$ cat src/rtl/sample_mem_pkg.sv
// Shared types and helpers for the sample memory arbiter: FSM states,
// default widths and the round-robin winner search.
package sample_mem_pkg;

    localparam int unsigned SM_AW      = 25;
    localparam int unsigned SM_TIMEOUT = 255;
    localparam int unsigned MAX_CH     = 8;

    typedef enum logic [1:0] {
        ST_IDLE  = 2'd0,
        ST_ISSUE = 2'd1,
        ST_WAIT  = 2'd2
    } state_t;

    typedef struct packed {
        logic       valid;
        logic [2:0] idx;
    } rr_result_t;

    // First set request at or above base, wrapping at n; base is assumed < n.
    function automatic rr_result_t rr_winner(input logic [MAX_CH-1:0] req,
                                             input int unsigned       n,
                                             input logic [2:0]        base);
        rr_result_t  r;
        int unsigned k;
        r = '0;
        for (int unsigned off = 0; off < MAX_CH; off++) begin
            if (off < n) begin
                k = 32'(base) + off;
                if (k >= n) k = k - n;
                if (!r.valid && k < MAX_CH && req[k]) begin
                    r.valid = 1'b1;
                    r.idx   = k[2:0];
                end
            end
        end
        return r;
    endfunction

endpackage

$ cat src/rtl/rr_pick.sv
// Combinational round-robin priority encoder over NUM_CH requesters with a
// rotating base pointer.
module rr_pick
    import sample_mem_pkg::*;
#(
    parameter int unsigned NUM_CH = 4
) (
    input  logic [NUM_CH-1:0] i_req,
    input  logic [2:0]        i_base,
    output logic              o_valid,
    output logic [2:0]        o_idx
);

    logic [MAX_CH-1:0] w_req_ext;
    rr_result_t        w_res;

    always_comb begin
        w_req_ext               = '0;
        w_req_ext[NUM_CH-1:0]   = i_req;
        w_res                   = rr_winner(w_req_ext, NUM_CH, i_base);
    end

    assign o_valid = w_res.valid;
    assign o_idx   = w_res.idx;

endmodule

$ cat src/rtl/sample_mem_arbiter.sv
// Sequences the shared SDRAM port between ioctl download writes (absolute
// priority, one-entry buffer) and round-robin sample-voice word reads.
module sample_mem_arbiter
    import sample_mem_pkg::*;
#(
    parameter int unsigned NUM_CH  = 4,
    parameter int unsigned AW      = SM_AW,
    parameter int unsigned TIMEOUT = SM_TIMEOUT
) (
    input  logic                 i_clk,
    input  logic                 i_reset_n,
    input  logic                 i_dl_active,
    input  logic                 i_dl_wr,
    input  logic [AW-1:0]        i_dl_addr,
    input  logic [7:0]           i_dl_data,
    output logic                 o_dl_wait,
    input  logic [NUM_CH-1:0]    i_ch_req,
    input  logic [NUM_CH*AW-1:0] i_ch_addr,
    output logic [NUM_CH-1:0]    o_ch_ack,
    output logic [15:0]          o_ch_data,
    output logic                 o_mem_req,
    output logic                 o_mem_we,
    output logic [AW-1:0]        o_mem_addr,
    output logic [7:0]           o_mem_din,
    input  logic                 i_mem_ack,
    input  logic [15:0]          i_mem_dout,
    output logic                 o_err_timeout,
    output logic                 o_err_overflow
);

    localparam logic [2:0] LAST_CH = 3'(NUM_CH - 1);
    localparam logic [7:0] TO_LIM  = 8'(TIMEOUT);

    state_t              r_state;
    logic                r_buf_full;
    logic [AW-1:0]       r_buf_addr;
    logic [7:0]          r_buf_data;
    logic                r_is_write;
    logic [2:0]          r_grant;
    logic [2:0]          r_ptr;
    logic [7:0]          r_cnt;
    logic                r_dl_wait;
    logic                r_mem_req;
    logic                r_mem_we;
    logic [AW-1:0]       r_mem_addr;
    logic [7:0]          r_mem_din;
    logic [NUM_CH-1:0]   r_ch_ack;
    logic [15:0]         r_ch_data;
    logic                r_err_to;
    logic                r_err_ov;

    logic                w_pick_valid;
    logic [2:0]          w_pick_idx;
    logic [AW-1:0]       w_rd_slice;
    logic [AW-1:0]       w_rd_addr;
    logic [NUM_CH-1:0]   w_grant_oh;
    logic                w_dl_wr;
    logic                w_drain;
    logic                w_accept;
    logic                w_overflow;
    logic                w_buf_full_nxt;
    logic [7:0]          w_cnt_inc;
    logic                w_timeout;
    logic [2:0]          w_ptr_adv;

    rr_pick #(.NUM_CH(NUM_CH)) u_rr_pick (
        .i_req   (i_ch_req),
        .i_base  (r_ptr),
        .o_valid (w_pick_valid),
        .o_idx   (w_pick_idx)
    );

    always_comb begin
        w_rd_slice = '0;
        w_grant_oh = '0;
        for (int unsigned i = 0; i < NUM_CH; i++) begin
            if (w_pick_idx == 3'(i)) w_rd_slice = i_ch_addr[i*AW +: AW];
            w_grant_oh[i] = (r_grant == 3'(i));
        end
    end

    assign w_rd_addr      = w_rd_slice & ~{{(AW-1){1'b0}}, 1'b1};
    assign w_dl_wr        = i_dl_wr && i_dl_active;
    assign w_drain        = (r_state == ST_WAIT) && i_mem_ack && r_is_write;
    assign w_accept       = w_dl_wr && (!r_buf_full || w_drain);
    assign w_overflow     = w_dl_wr && r_buf_full && !w_drain;
    assign w_buf_full_nxt = w_accept ? 1'b1 : (w_drain ? 1'b0 : r_buf_full);
    assign w_cnt_inc      = (r_cnt == 8'hFF) ? r_cnt : r_cnt + 8'd1;
    assign w_timeout      = (r_state == ST_WAIT) && !i_mem_ack && (w_cnt_inc == TO_LIM);
    assign w_ptr_adv      = (r_grant == LAST_CH) ? 3'd0 : r_grant + 3'd1;

    always_ff @(posedge i_clk) begin
        if (!i_reset_n) begin
            r_state    <= ST_IDLE;
            r_buf_full <= 1'b0;
            r_buf_addr <= '0;
            r_buf_data <= '0;
            r_is_write <= 1'b0;
            r_grant    <= '0;
            r_ptr      <= '0;
            r_cnt      <= '0;
            r_dl_wait  <= 1'b0;
            r_mem_req  <= 1'b0;
            r_mem_we   <= 1'b0;
            r_mem_addr <= '0;
            r_mem_din  <= '0;
            r_ch_ack   <= '0;
            r_ch_data  <= '0;
            r_err_to   <= 1'b0;
            r_err_ov   <= 1'b0;
        end else begin
            r_mem_req  <= 1'b0;
            r_ch_ack   <= '0;
            r_buf_full <= w_buf_full_nxt;
            // Rises with the fill, falls one cycle after the drain.
            r_dl_wait  <= w_buf_full_nxt | r_buf_full;
            if (w_accept) begin
                r_buf_addr <= i_dl_addr;
                r_buf_data <= i_dl_data;
            end
            if (w_overflow) r_err_ov <= 1'b1;

            case (r_state)
                ST_IDLE: begin
                    if (r_buf_full) begin
                        r_is_write <= 1'b1;
                        r_mem_req  <= 1'b1;
                        r_mem_we   <= 1'b1;
                        r_mem_addr <= r_buf_addr;
                        r_mem_din  <= r_buf_data;
                        r_state    <= ST_ISSUE;
                    end else if (!i_dl_active && w_pick_valid) begin
                        r_is_write <= 1'b0;
                        r_grant    <= w_pick_idx;
                        r_mem_req  <= 1'b1;
                        r_mem_we   <= 1'b0;
                        r_mem_addr <= w_rd_addr;
                        r_mem_din  <= '0;
                        r_state    <= ST_ISSUE;
                    end
                end
                ST_ISSUE: begin
                    r_cnt   <= '0;
                    r_state <= ST_WAIT;
                end
                ST_WAIT: begin
                    if (i_mem_ack) begin
                        if (!r_is_write) begin
                            r_ch_data <= i_mem_dout;
                            r_ch_ack  <= w_grant_oh;
                            r_ptr     <= w_ptr_adv;
                        end
                        r_state <= ST_IDLE;
                    end else if (w_timeout) begin
                        r_err_to <= 1'b1;
                        if (!r_is_write) r_ptr <= w_ptr_adv;
                        r_state <= ST_IDLE;
                    end else begin
                        r_cnt <= w_cnt_inc;
                    end
                end
                default: r_state <= ST_IDLE;
            endcase
        end
    end

    assign o_dl_wait      = r_dl_wait;
    assign o_ch_ack       = r_ch_ack;
    assign o_ch_data      = r_ch_data;
    assign o_mem_req      = r_mem_req;
    assign o_mem_we       = r_mem_we;
    assign o_mem_addr     = r_mem_addr;
    assign o_mem_din      = r_mem_din;
    assign o_err_timeout  = r_err_to;
    assign o_err_overflow = r_err_ov;

endmodule

$ cat config.mk
export PLATFORM = sky130hd
export DESIGN_NAME = sample_mem_arbiter
export DESIGN_NICKNAME = d
export VERILOG_FILES = /design/src/rtl/sample_mem_pkg.sv /design/src/rtl/rr_pick.sv /design/src/rtl/sample_mem_arbiter.sv
export SDC_FILE = /design/constraint.sdc
export NUM_CORES = 1
export LEC_CHECK = 0
export ABC_AREA = 1
export CORE_MARGIN = 2
export CORE_UTILIZATION = 48
export DETAILED_ROUTE_END_ITERATION = 8
export GPL_ROUTABILITY_DRIVEN = 0
export GPL_TIMING_DRIVEN = 1
export PLACE_DENSITY = 0.86
export SYNTH_ARGS = -nofsm -noshare
export SYNTH_HDL_FRONTEND = slang
export SYNTH_SLANG_ARGS = --single-unit
$ cat constraint.sdc
create_clock -name i_clk -period 3.6 [get_ports i_clk]
set_input_delay 0.72 -clock i_clk [delete_from_list [all_inputs] [get_ports i_clk]]
set_output_delay 0.72 -clock i_clk [all_outputs]
set_load 0.02 [all_outputs]
==> results.py, run 1 <==
metrics = {
    "outcome": {
        "outcome": "finished clean",
    },
    "grt": {
        "grt_max_degree": 43,
        "first_global_vias": 5463,
        "antenna_found_initial": 0,
        "grt_first_pass_wirelength_mm": 27.1,
        "grt_overflow_total": 0,
        "grt_usage": 0.265,
    },
    "floorplan": {
        "initial_core_util": 0.487,
        "core-area_um2": 11300,
        "die_h_um": 111,
        "die_w_um": 111,
        "io_pins": 216,
        "placementRows": 39,
        "dieArea_um2": 12300,
    },
    "critical_path": {
        "crit_required_ns": 3.86,
        "arrival_ns": 3.12,
        "worstSetupEndpointType": "flip-flop",
        "path_class": "in2reg",
        "reg2reg_slack_ns": 0.89,
        "worst_setup_path_start_kind": "input pin",
        "path_max_fanout": 39,
    },
    "clock_network": {
        "holdBufCountCts": 0,
        "cts_inserted_buffers": 9,
        "clk_path_buf_depth": 2,
        "cts_tree": "yes",
        "worstSkewPairLatency_ns": 0.34,
        "postCtsSetupRepairBufs": 0,
        "clkSinkCount": 108,
        "cts-root-buf": "clkbuf_16",
        "htreeDepth": 3,
        "cts_resized": 0,
        "clk_pin_slew_worst_paths_ns": 0.07,
    },
    "synth": {
        "ys_warn_count": 0,
        "synth.most_common_cell": "nand2_1",
        "synth_seq_cells": 108,
        "seq_area_frac_synth": 0.394,
        "synth_edf_count": 0,
        "syn_nets": 1004,
        "synth_commonest_cells": "183 x nand2_1, 154 x nor2_1, 108 x dfxtp_1, 105 x nand3_1, 63 x o21ai_0",
        "syn-cell-area_um2": 5490,
        "async_flop_share": 0,
        "synthTopCellsByArea": "dfxtp_1 39%, nand2_1 13%, nor2_1 11%",
        "synth_top_area_cell": "dfxtp_1",
        "syn_area_per_cell_um2": 6.53,
        "ys_types": 32,
        "synth_top_area_share": 0.394,
        "synthCells": 840,
        "ys.flop_type": "dfxtp_1",
    },
    "sta": {
        "fin_crit_sh": 0.793,
        "hold_ws_ns": 0.459,
        "fin_crit_ns": 2.85,
        "rsz0062_at_grt": "no",
        "fmax_ghz": 0.350,
        "clock_skew_ns": 0.00599,
        "tns_ns": 0,
        "slew_violations": 0,
        "hold_viol": 0,
        "slew_headroom": 0.248,
        "max_slew.worst_pin.slew_ns": 1.13,
        "setup_viol": 0,
    },
    "drt": {
        "wl_per_cell_um": 14.1,
        "vias": 6016,
        "drc": 0,
        "firstDrtPassIters": 5,
        "viasPerCell": 5.12,
        "finalWirelength_mm": 16.5,
        "drt-initial-drc-count": 487,
        "postRouteAntennaNets": 0,
    },
    "power": {
        "switchingPower_uw": 1140,
        "p_clk_frac": 0.280,
        "powerDensity_nw_per_um2": 438,
        "p_int_uw": 2340,
        "power_switching_share": 0.326,
        "comb_power_share": 0.327,
        "total_power_uw": 3480,
        "seqPwrFrac": 0.393,
        "p_leak_uw": 0.00343,
        "vdd_drop_max_uv": 263,
    },
    "job": {
        "cap_violations": 0,
    },
    "placed_design": {
        "port_buffers": 211,
        "place_area_um2": 7640,
        "hpwl_mm": 12.1,
    },
    "finish": {
        "drive_gt1_frac": 0.0465,
        "syn_to_final_growth_pct": 44.5,
        "stdcell_area_um2": 7930,
        "final_util": 0.704,
        "antenna_cells": 0,
        "nNetsFinal": 1191,
    },
    "min_path": {
        "min-delay-path-class": "reg2reg",
    },
}
[power by group through the flow]
stage          Sequential, uW  Clock, uW  Combinational (uW)
2_1_floorplan            1450          0                 619
5_1_grt                  1380       1040                1260
4_1_cts                  1370        996                1130
6_report                 1370        975                1140
3_5_place_dp             1390          0                1130
3_3_place_gp             1390          0                1110
[worst paths after layout]
path,end,cells past startpoint,start
max reg2reg,o_mem_addr[16],13,r_ptr[1]
min reg2reg,r_buf_addr[19],2,r_buf_addr[19]
min,r_buf_addr[19],2,r_buf_addr[19]
max,r_buf_addr[23],10,i_mem_ack
[worst max-delay path: stages]
cell,delay [ns]
clkdlybuf4s50_1,0.43
inv_1,0.08
nor2_1,0.04
inv_1,0.26
o21ai_0,0.17
inv_1,0.14
nor2_4,0.04
inv_1,0.81
o21ai_0,0.24
a21oi_1,0.18
[metrics by stage]
stage                     setup slack, ns  std cells
after floorplan                      1.35        840
after global placement              0.562       1159
after detailed placement            0.499       1159
after CTS                           0.836       1175
after global routing                0.507       1175
final                               0.746       1175
[flip-flops by register name (all words and copies together), names as in the netlist]
signal	cells
o_mem_addr	25
r_buf_addr	25
o_ch_data	16
o_mem_din	8
r_buf_data	8
r_cnt	8
o_ch_ack	4
r_grant	3
r_ptr	3
r_state	2
o_dl_wait	1
o_err_overflow	1
o_err_timeout	1
o_mem_req	1
o_mem_we	1
r_buf_full	1
[final cells by class]
| cell class | count | area, um^2 |
|---|---|---|
| clock buffer | 12 | 246 |
| clock inverter | 4 | 48.8 |
| fill | 964 | 3340 |
| inverter | 66 | 248 |
| multi-input combinational | 618 | 2830 |
| sequential | 108 | 2160 |
| tap | 143 | 179 |
| timing repair buffer | 224 | 2220 |
[kinds of logic (layout without fill, tap and decap cells)]
logic type	count (synthesis)	count (layout)	synth area share
flops	108	108	0.394
buf+inv	114	306	0.0909
xor+xnor	4	4	0.00638
compound gates	136	136	0.127
fa+ha+maj	6	6	0.0137
simple gates	472	472	0.368
[per-layer routing]
metal  GRT usage  wire length, um  vias to the layer above  share of wire
met5           0                0                        -              0
met4      0.0933              388                        0          0.023
met3      0.0552             1250                       27          0.075
met2       0.422             7520                      214           0.45
met1       0.357             7380                     2699           0.45
li1            -                -                     3076              -
[placed cells by master, fill, tap and decap left out, types with 6 or more instances in the layout]
| cell type | instances |
|---|---|
| a21oi_1 | 51 |
| buf_4 | 12 |
| clkbuf_16 | 9 |
| clkdlybuf4s50_1 | 210 |
| dfxtp_1 | 108 |
| ha_1 | 6 |
| inv_1 | 61 |
| nand2_1 | 183 |
| nand3_1 | 105 |
| nand4_1 | 10 |
| nor2_1 | 154 |
| o21ai_0 | 63 |
| o21ai_1 | 18 |
Power figures use the tool's default switching activity.
==> run 2, diff against run 1 <==
--- a/config.mk
+++ b/config.mk
@@ -7,11 +7,11 @@
 export LEC_CHECK = 0
 export ABC_AREA = 1
 export CORE_MARGIN = 2
-export CORE_UTILIZATION = 48
+export CORE_UTILIZATION = 40
 export DETAILED_ROUTE_END_ITERATION = 8
 export GPL_ROUTABILITY_DRIVEN = 0
 export GPL_TIMING_DRIVEN = 1
-export PLACE_DENSITY = 0.86
+export PLACE_DENSITY = 0.76
 export SYNTH_ARGS = -nofsm -noshare
 export SYNTH_HDL_FRONTEND = slang
 export SYNTH_SLANG_ARGS = --single-unit
==> constraint.sdc (replaced) <==
create_clock -name i_clk -period 2.55 [get_ports i_clk]
set_input_delay 0.51 -clock i_clk [delete_from_list [all_inputs] [get_ports i_clk]]
set_output_delay 0.51 -clock i_clk [all_outputs]
set_load 0.02 [all_outputs]
==> run 2 against run 1 <==
  * Die area is 19% higher
  * Power is 49% higher
  * Cell area is 4.0% higher
  * Sequential share of layout area is 1.0 points lower
  * Register-to-register slack worse by 0.75 ns
  * Clock-buffer cell count is 3 lower
  * Routed wire length is 5.2% higher
  * Largest cell class unchanged
==> results.py, run 2 (synthesis results as in run 1) <==
metrics = {
    "sta": {
        "fmax_ghz": 0.415,
        "clock_skew_ns": 0.00684,
        "max_slew.worst_pin.slew_ns": 0.481,
        "fin_crit_sh": 0.945,
        "setup_viol": 0,
        "hold_viol": 0,
        "rsz0062_at_grt": "yes",
        "slew_headroom": 0.679,
        "tns_ns": 0,
        "slew_violations": 0,
        "fin_crit_ns": 2.41,
        "setup_ws_ns": 0.141,
    },
    "critical_path": {
        "path_class": "reg2reg",
        "path_max_fanout": 19,
        "worst_setup_path_start_kind": "flip-flop",
        "reg2reg_to": "o_mem_addr[24]",
        "arrival_ns": 2.64,
        "crit_required_ns": 2.78,
        "rr_startpoint": "r_ptr[1]",
        "worstSetupEndpointType": "flip-flop",
        "rr_worst_depth": 14,
        "reg2reg_slack_ns": 0.14,
    },
    "placed_design": {
        "port_buffers": 211,
        "hpwl_mm": 12.7,
        "place_ws_ns": -0.0881,
        "place_area_um2": 7870,
    },
    "clock_network": {
        "cts-root-buf": "clkbuf_16",
        "htreeDepth": 3,
        "cts_inserted_buffers": 9,
        "clkSinkCount": 108,
        "cts_tree": "yes",
        "clk_path_buf_depth": 2,
        "worstSkewPairLatency_ns": 0.34,
        "holdBufCountCts": 0,
        "clk_pin_slew_worst_paths_ns": 0.07,
    },
    "power": {
        "p_clk_frac": 0.290,
        "seqPwrFrac": 0.373,
        "p_leak_uw": 0.00355,
        "power_switching_share": 0.325,
        "comb_power_share": 0.336,
        "p_int_uw": 3490,
        "vdd_drop_max_uv": 328,
        "total_power_uw": 5170,
        "switchingPower_uw": 1680,
        "powerDensity_nw_per_um2": 626,
    },
    "min_path": {
        "min-delay-path-class": "reg2reg",
        "hp-start": "r_buf_addr[22]",
        "min_to": "r_buf_addr[22]",
        "hold_path_depth": 2,
    },
    "drt": {
        "postRouteAntennaNets": 0,
        "drc": 0,
        "finalWirelength_mm": 17.4,
        "vias": 6008,
        "drt-initial-drc-count": 433,
        "wl_per_cell_um": 14.2,
        "viasPerCell": 4.90,
        "firstDrtPassIters": 5,
    },
    "finish": {
        "multi_input_area_um2": 2870,
        "syn_to_final_growth_pct": 50.3,
        "drive_gt1_frac": 0.0705,
        "mostFrequentLayoutCell": "clkdlybuf4s50_1",
        "nFillCells": 1291,
        "stdcell_area_um2": 8250,
        "nNetsFinal": 1208,
        "layout_common_cells": "210 x clkdlybuf4s50_1, 182 x nand2_1, 149 x nor2_1, 108 x dfxtp_1, 105 x nand3_1",
        "antenna_cells": 0,
        "regArea_um2": 2160,
    },
    "floorplan": {
        "die_w_um": 121,
        "core-area_um2": 13300,
        "io_pins": 216,
        "initial_core_util": 0.411,
        "placementRows": 42,
        "dieArea_um2": 14700,
        "die_h_um": 121,
    },
    "grt": {
        "grt_first_pass_wirelength_mm": 26.9,
        "antenna_found_initial": 0,
        "first_global_vias": 5383,
        "grt_max_degree": 50,
        "grt_usage": 0.229,
        "grt_overflow_total": 0,
    },
    "job": {
        "cap_violations": 0,
    },
    "outcome": {
        "outcome": "finished clean",
    },
}
==> run 2: cell count changes in the layout (fill, tap and decap cells not counted), moves of 2 or more <==
cell,previous run,this run
clkbuf_1,2,0
buf_4,12,22
clkinv_2,2,0
clkinvlp_4,0,2
clkinv_4,1,3
nor2_2,2,7
nor2_1,154,149
buf_12,1,7
==> run 2: worst max-delay path by stage <==
stage | start | end | slack [ns] | cells after the start
CTS | r_ptr[1] | o_mem_addr[23] | 0.09 | 14
finish | r_ptr[1] | o_mem_addr[24] | 0.14 | 14
global route | r_ptr[1] | o_mem_addr[20] | -0.02 | 15
detailed placement | i_ch_req[2] | o_mem_addr[24] | -0.09 | 14
global placement | i_ch_req[2] | o_mem_addr[24] | -0.06 | 14
floorplan | r_ptr[1] | o_mem_addr[16] | 0.30 | 15
==> run 2: power by group through the flow <==
stage | sequential (uW) | combinational, uW | clock [uW]
floorplan | 2050 | 873 | 0
CTS | 1930 | 1720 | 1540
finish | 1930 | 1740 | 1500
detailed placement | 1970 | 1710 | 0
global route | 1950 | 1910 | 1620
global placement | 1960 | 1700 | 0
==> run 2: timing repair <==
item / CTS / global route
endpoints found under the setup margin: 0 / 41
setup buffers: 0 / 2
resized for setup: 0 / 9
==> run 2: stage by stage <==
| stage | instances | hold WS (ns) | utilization |
|---|---|---|---|
| after floorplan | 840 | 0.425 | - |
| after global placement | 1207 | 0.438 | 0.589 |
| after detailed placement | 1207 | 0.446 | 0.589 |
| after CTS | 1223 | 0.456 | 0.614 |
| after global routing | 1225 | 0.479 | 0.618 |
| final | 1225 | 0.450 | 0.618 |
==> run 2: cell type report <==
type,instances,share of cell area
timing repair buffer,241,0.294
tap,176,0.0267
multi-input combinational,618,0.348
inverter,66,0.0300
clock inverter,7,0.0123
sequential,108,0.262
clock buffer,9,0.0273
==> run 2: critical path: stages, from the launching register on <==
cell,delay [ns]
dfxtp_1,0.34
inv_1,0.11
ha_4,0.31
inv_1,0.08
nand3_1,0.10
nand2_2,0.09
a21oi_4,0.25
nand4_4,0.15
nand2_1,0.09
nand2_2,0.11
buf_4,0.22
nand3_1,0.08
nand3_1,0.14
o21ai_1,0.15
a21oi_1,0.07
==> run 2: routing by layer <==
layer	wire length, um	GRT usage	part of all wire
met5	0	0	0
met4	350	0.0733	0.020
met3	1460	0.0644	0.084
met2	7580	0.350	0.44
met1	8010	0.313	0.46
==> run 3, diff against run 2 <==
--- a/config.mk
+++ b/config.mk
@@ -6,12 +6,13 @@
 export NUM_CORES = 1
 export LEC_CHECK = 0
 export ABC_AREA = 1
+export CAP_MARGIN = 20
 export CORE_MARGIN = 2
 export CORE_UTILIZATION = 40
 export DETAILED_ROUTE_END_ITERATION = 8
 export GPL_ROUTABILITY_DRIVEN = 0
 export GPL_TIMING_DRIVEN = 1
-export PLACE_DENSITY = 0.76
+export PLACE_DENSITY = 0.79
 export SYNTH_ARGS = -nofsm -noshare
 export SYNTH_HDL_FRONTEND = slang
 export SYNTH_SLANG_ARGS = --single-unit
==> run 3 against run 2 <==
  * Sequential power barely moved
  * Worst hold slack got worse by 0.00089 ns
  * Clock-buffer cell count increased by 4
  * Critical path depth rose by 3
  * Clock power barely moved
  * Largest power group unchanged
  * Highest routed layer unchanged
  * Non-clock buffer count increased by 5
  * Via count is 1.5% higher
  * Sequential cell count unchanged
==> results.py, run 3 (synthesis results as in run 1) <==
metrics = {
    "outcome": {
        "outcome": "finished clean",
    },
    "grt": {
        "grt_first_pass_wirelength_mm": 26.8,
        "first_global_vias": 5374,
        "antenna_found_initial": 0,
        "grt_max_degree": 64,
        "grt_usage": 0.227,
        "grt_overflow_total": 0,
    },
    "drt": {
        "wl_per_cell_um": 14.3,
        "firstDrtPassIters": 5,
        "postRouteAntennaNets": 0,
        "finalWirelength_mm": 17.6,
        "drc": 0,
        "viasPerCell": 4.96,
        "vias": 6096,
        "drt-initial-drc-count": 499,
    },
    "clock_network": {
        "worstSkewPairLatency_ns": 0.34,
        "cts_tree": "yes",
        "htreeDepth": 3,
        "cts-root-buf": "clkbuf_16",
        "clk_pin_slew_worst_paths_ns": 0.07,
        "clk_path_buf_depth": 2,
        "clkSinkCount": 108,
        "cts_inserted_buffers": 9,
        "holdBufCountCts": 0,
    },
    "floorplan": {
        "placementRows": 42,
        "die_w_um": 121,
        "dieArea_um2": 14700,
        "die_h_um": 121,
        "io_pins": 216,
        "initial_core_util": 0.411,
        "core-area_um2": 13300,
    },
    "critical_path": {
        "reg2reg_slack_ns": 0.17,
        "path_class": "in2reg",
        "crit_required_ns": 2.78,
        "arrival_ns": 2.64,
        "path_max_fanout": 7,
        "worstSetupEndpointType": "flip-flop",
        "worst_setup_path_start_kind": "input pin",
    },
    "finish": {
        "syn_to_final_growth_pct": 51.4,
        "drive_gt1_frac": 0.0693,
        "layout_common_cells": "210 x clkdlybuf4s50_1, 182 x nand2_1, 154 x nor2_1, 108 x dfxtp_1, 105 x nand3_1",
        "antenna_cells": 0,
        "mostFrequentLayoutCell": "clkdlybuf4s50_1",
        "nNetsFinal": 1213,
    },
    "sta": {
        "hold_viol": 0,
        "fin_crit_ns": 2.41,
        "fmax_ghz": 0.415,
        "tns_ns": 0,
        "setup_ws_ns": 0.139,
        "fin_crit_sh": 0.946,
        "slew_violations": 0,
        "max_slew.worst_pin.slew_ns": 0.560,
        "slew_headroom": 0.626,
        "setup_viol": 0,
        "clock_skew_ns": 0.00708,
    },
    "placed_design": {
        "port_buffers": 211,
        "hpwl_mm": 12.9,
        "place_ws_ns": -0.199,
    },
    "power": {
        "total_power_uw": 5230,
        "vdd_drop_max_uv": 310,
        "p_leak_uw": 0.00359,
        "powerDensity_nw_per_um2": 629,
    },
    "min_path": {
        "min-delay-path-class": "reg2reg",
    },
    "job": {
        "cap_violations": 0,
    },
}
## run 3: cell count changes in the layout (fill, tap and decap cells not counted), sizes merged
cell / previous run / this run
buf: 31 / 36
clkbuf: 9 / 13
clkinv: 5 / 3
clkinvlp: 2 / 0
## run 3: report_power, final
group	internal [uW]	total, uW	switching, uW
Combinational	808	1780	969
Sequential	1840	1930	88.8
Clock	918	1520	606
## run 3: through the flow
step	hold slack (ns)	cells	instance area, um^2	util
after floorplan	0.425	840	5490	-
after global placement	0.437	1211	7900	0.592
after detailed placement	0.442	1211	7900	0.592
after CTS	0.452	1227	8230	0.616
after global routing	0.479	1230	8310	0.623
final	0.449	1230	8310	0.623
## run 3: repair_timing
item	CTS	global route
gates resized for setup	0	10
buffers inserted	0	3
setup endpoints to repair	0	31
## run 3: path summary, 6_finish.rpt
path | end | from | depth (start not counted)
max | o_mem_addr[20] | i_ch_req[2] | 17
min | o_err_timeout | o_err_timeout | 2
max reg2reg | o_mem_addr[12] | r_ptr[1] | 14
min reg2reg | o_err_timeout | o_err_timeout | 2
## run 3: layer usage
layer,GRT usage,routed length (um)
met1,0.306,7730
met2,0.360,8010
met3,0.0536,1450
met4,0.0740,382
met5,0,0
## run 3: critical path: stages
cell and delay, ns:
clkdlybuf4s50_1 0.50, inv_1 0.07, nand2_1 0.09, nand3_2 0.09, nand2_2 0.12, a21oi_4 0.10, nand3_1 0.09, nand2_1 0.05
inv_1 0.09, o21ai_4 0.09, buf_4 0.14, nor2_1 0.25, nand2_1 0.10, nand3_1 0.13, nand2_1 0.08, nand2_1 0.07
a21oi_1 0.06
## run 3: layout make-up
type                    count  area (um^2)
clock buffers              13          260
well taps                 176          220
fillers                  1224         5040
inverters                  66          248
repair buffers            246         2490
flip-flops and latches    108         2160
multi-input cells         618         2860
clock inverters             3         68.8
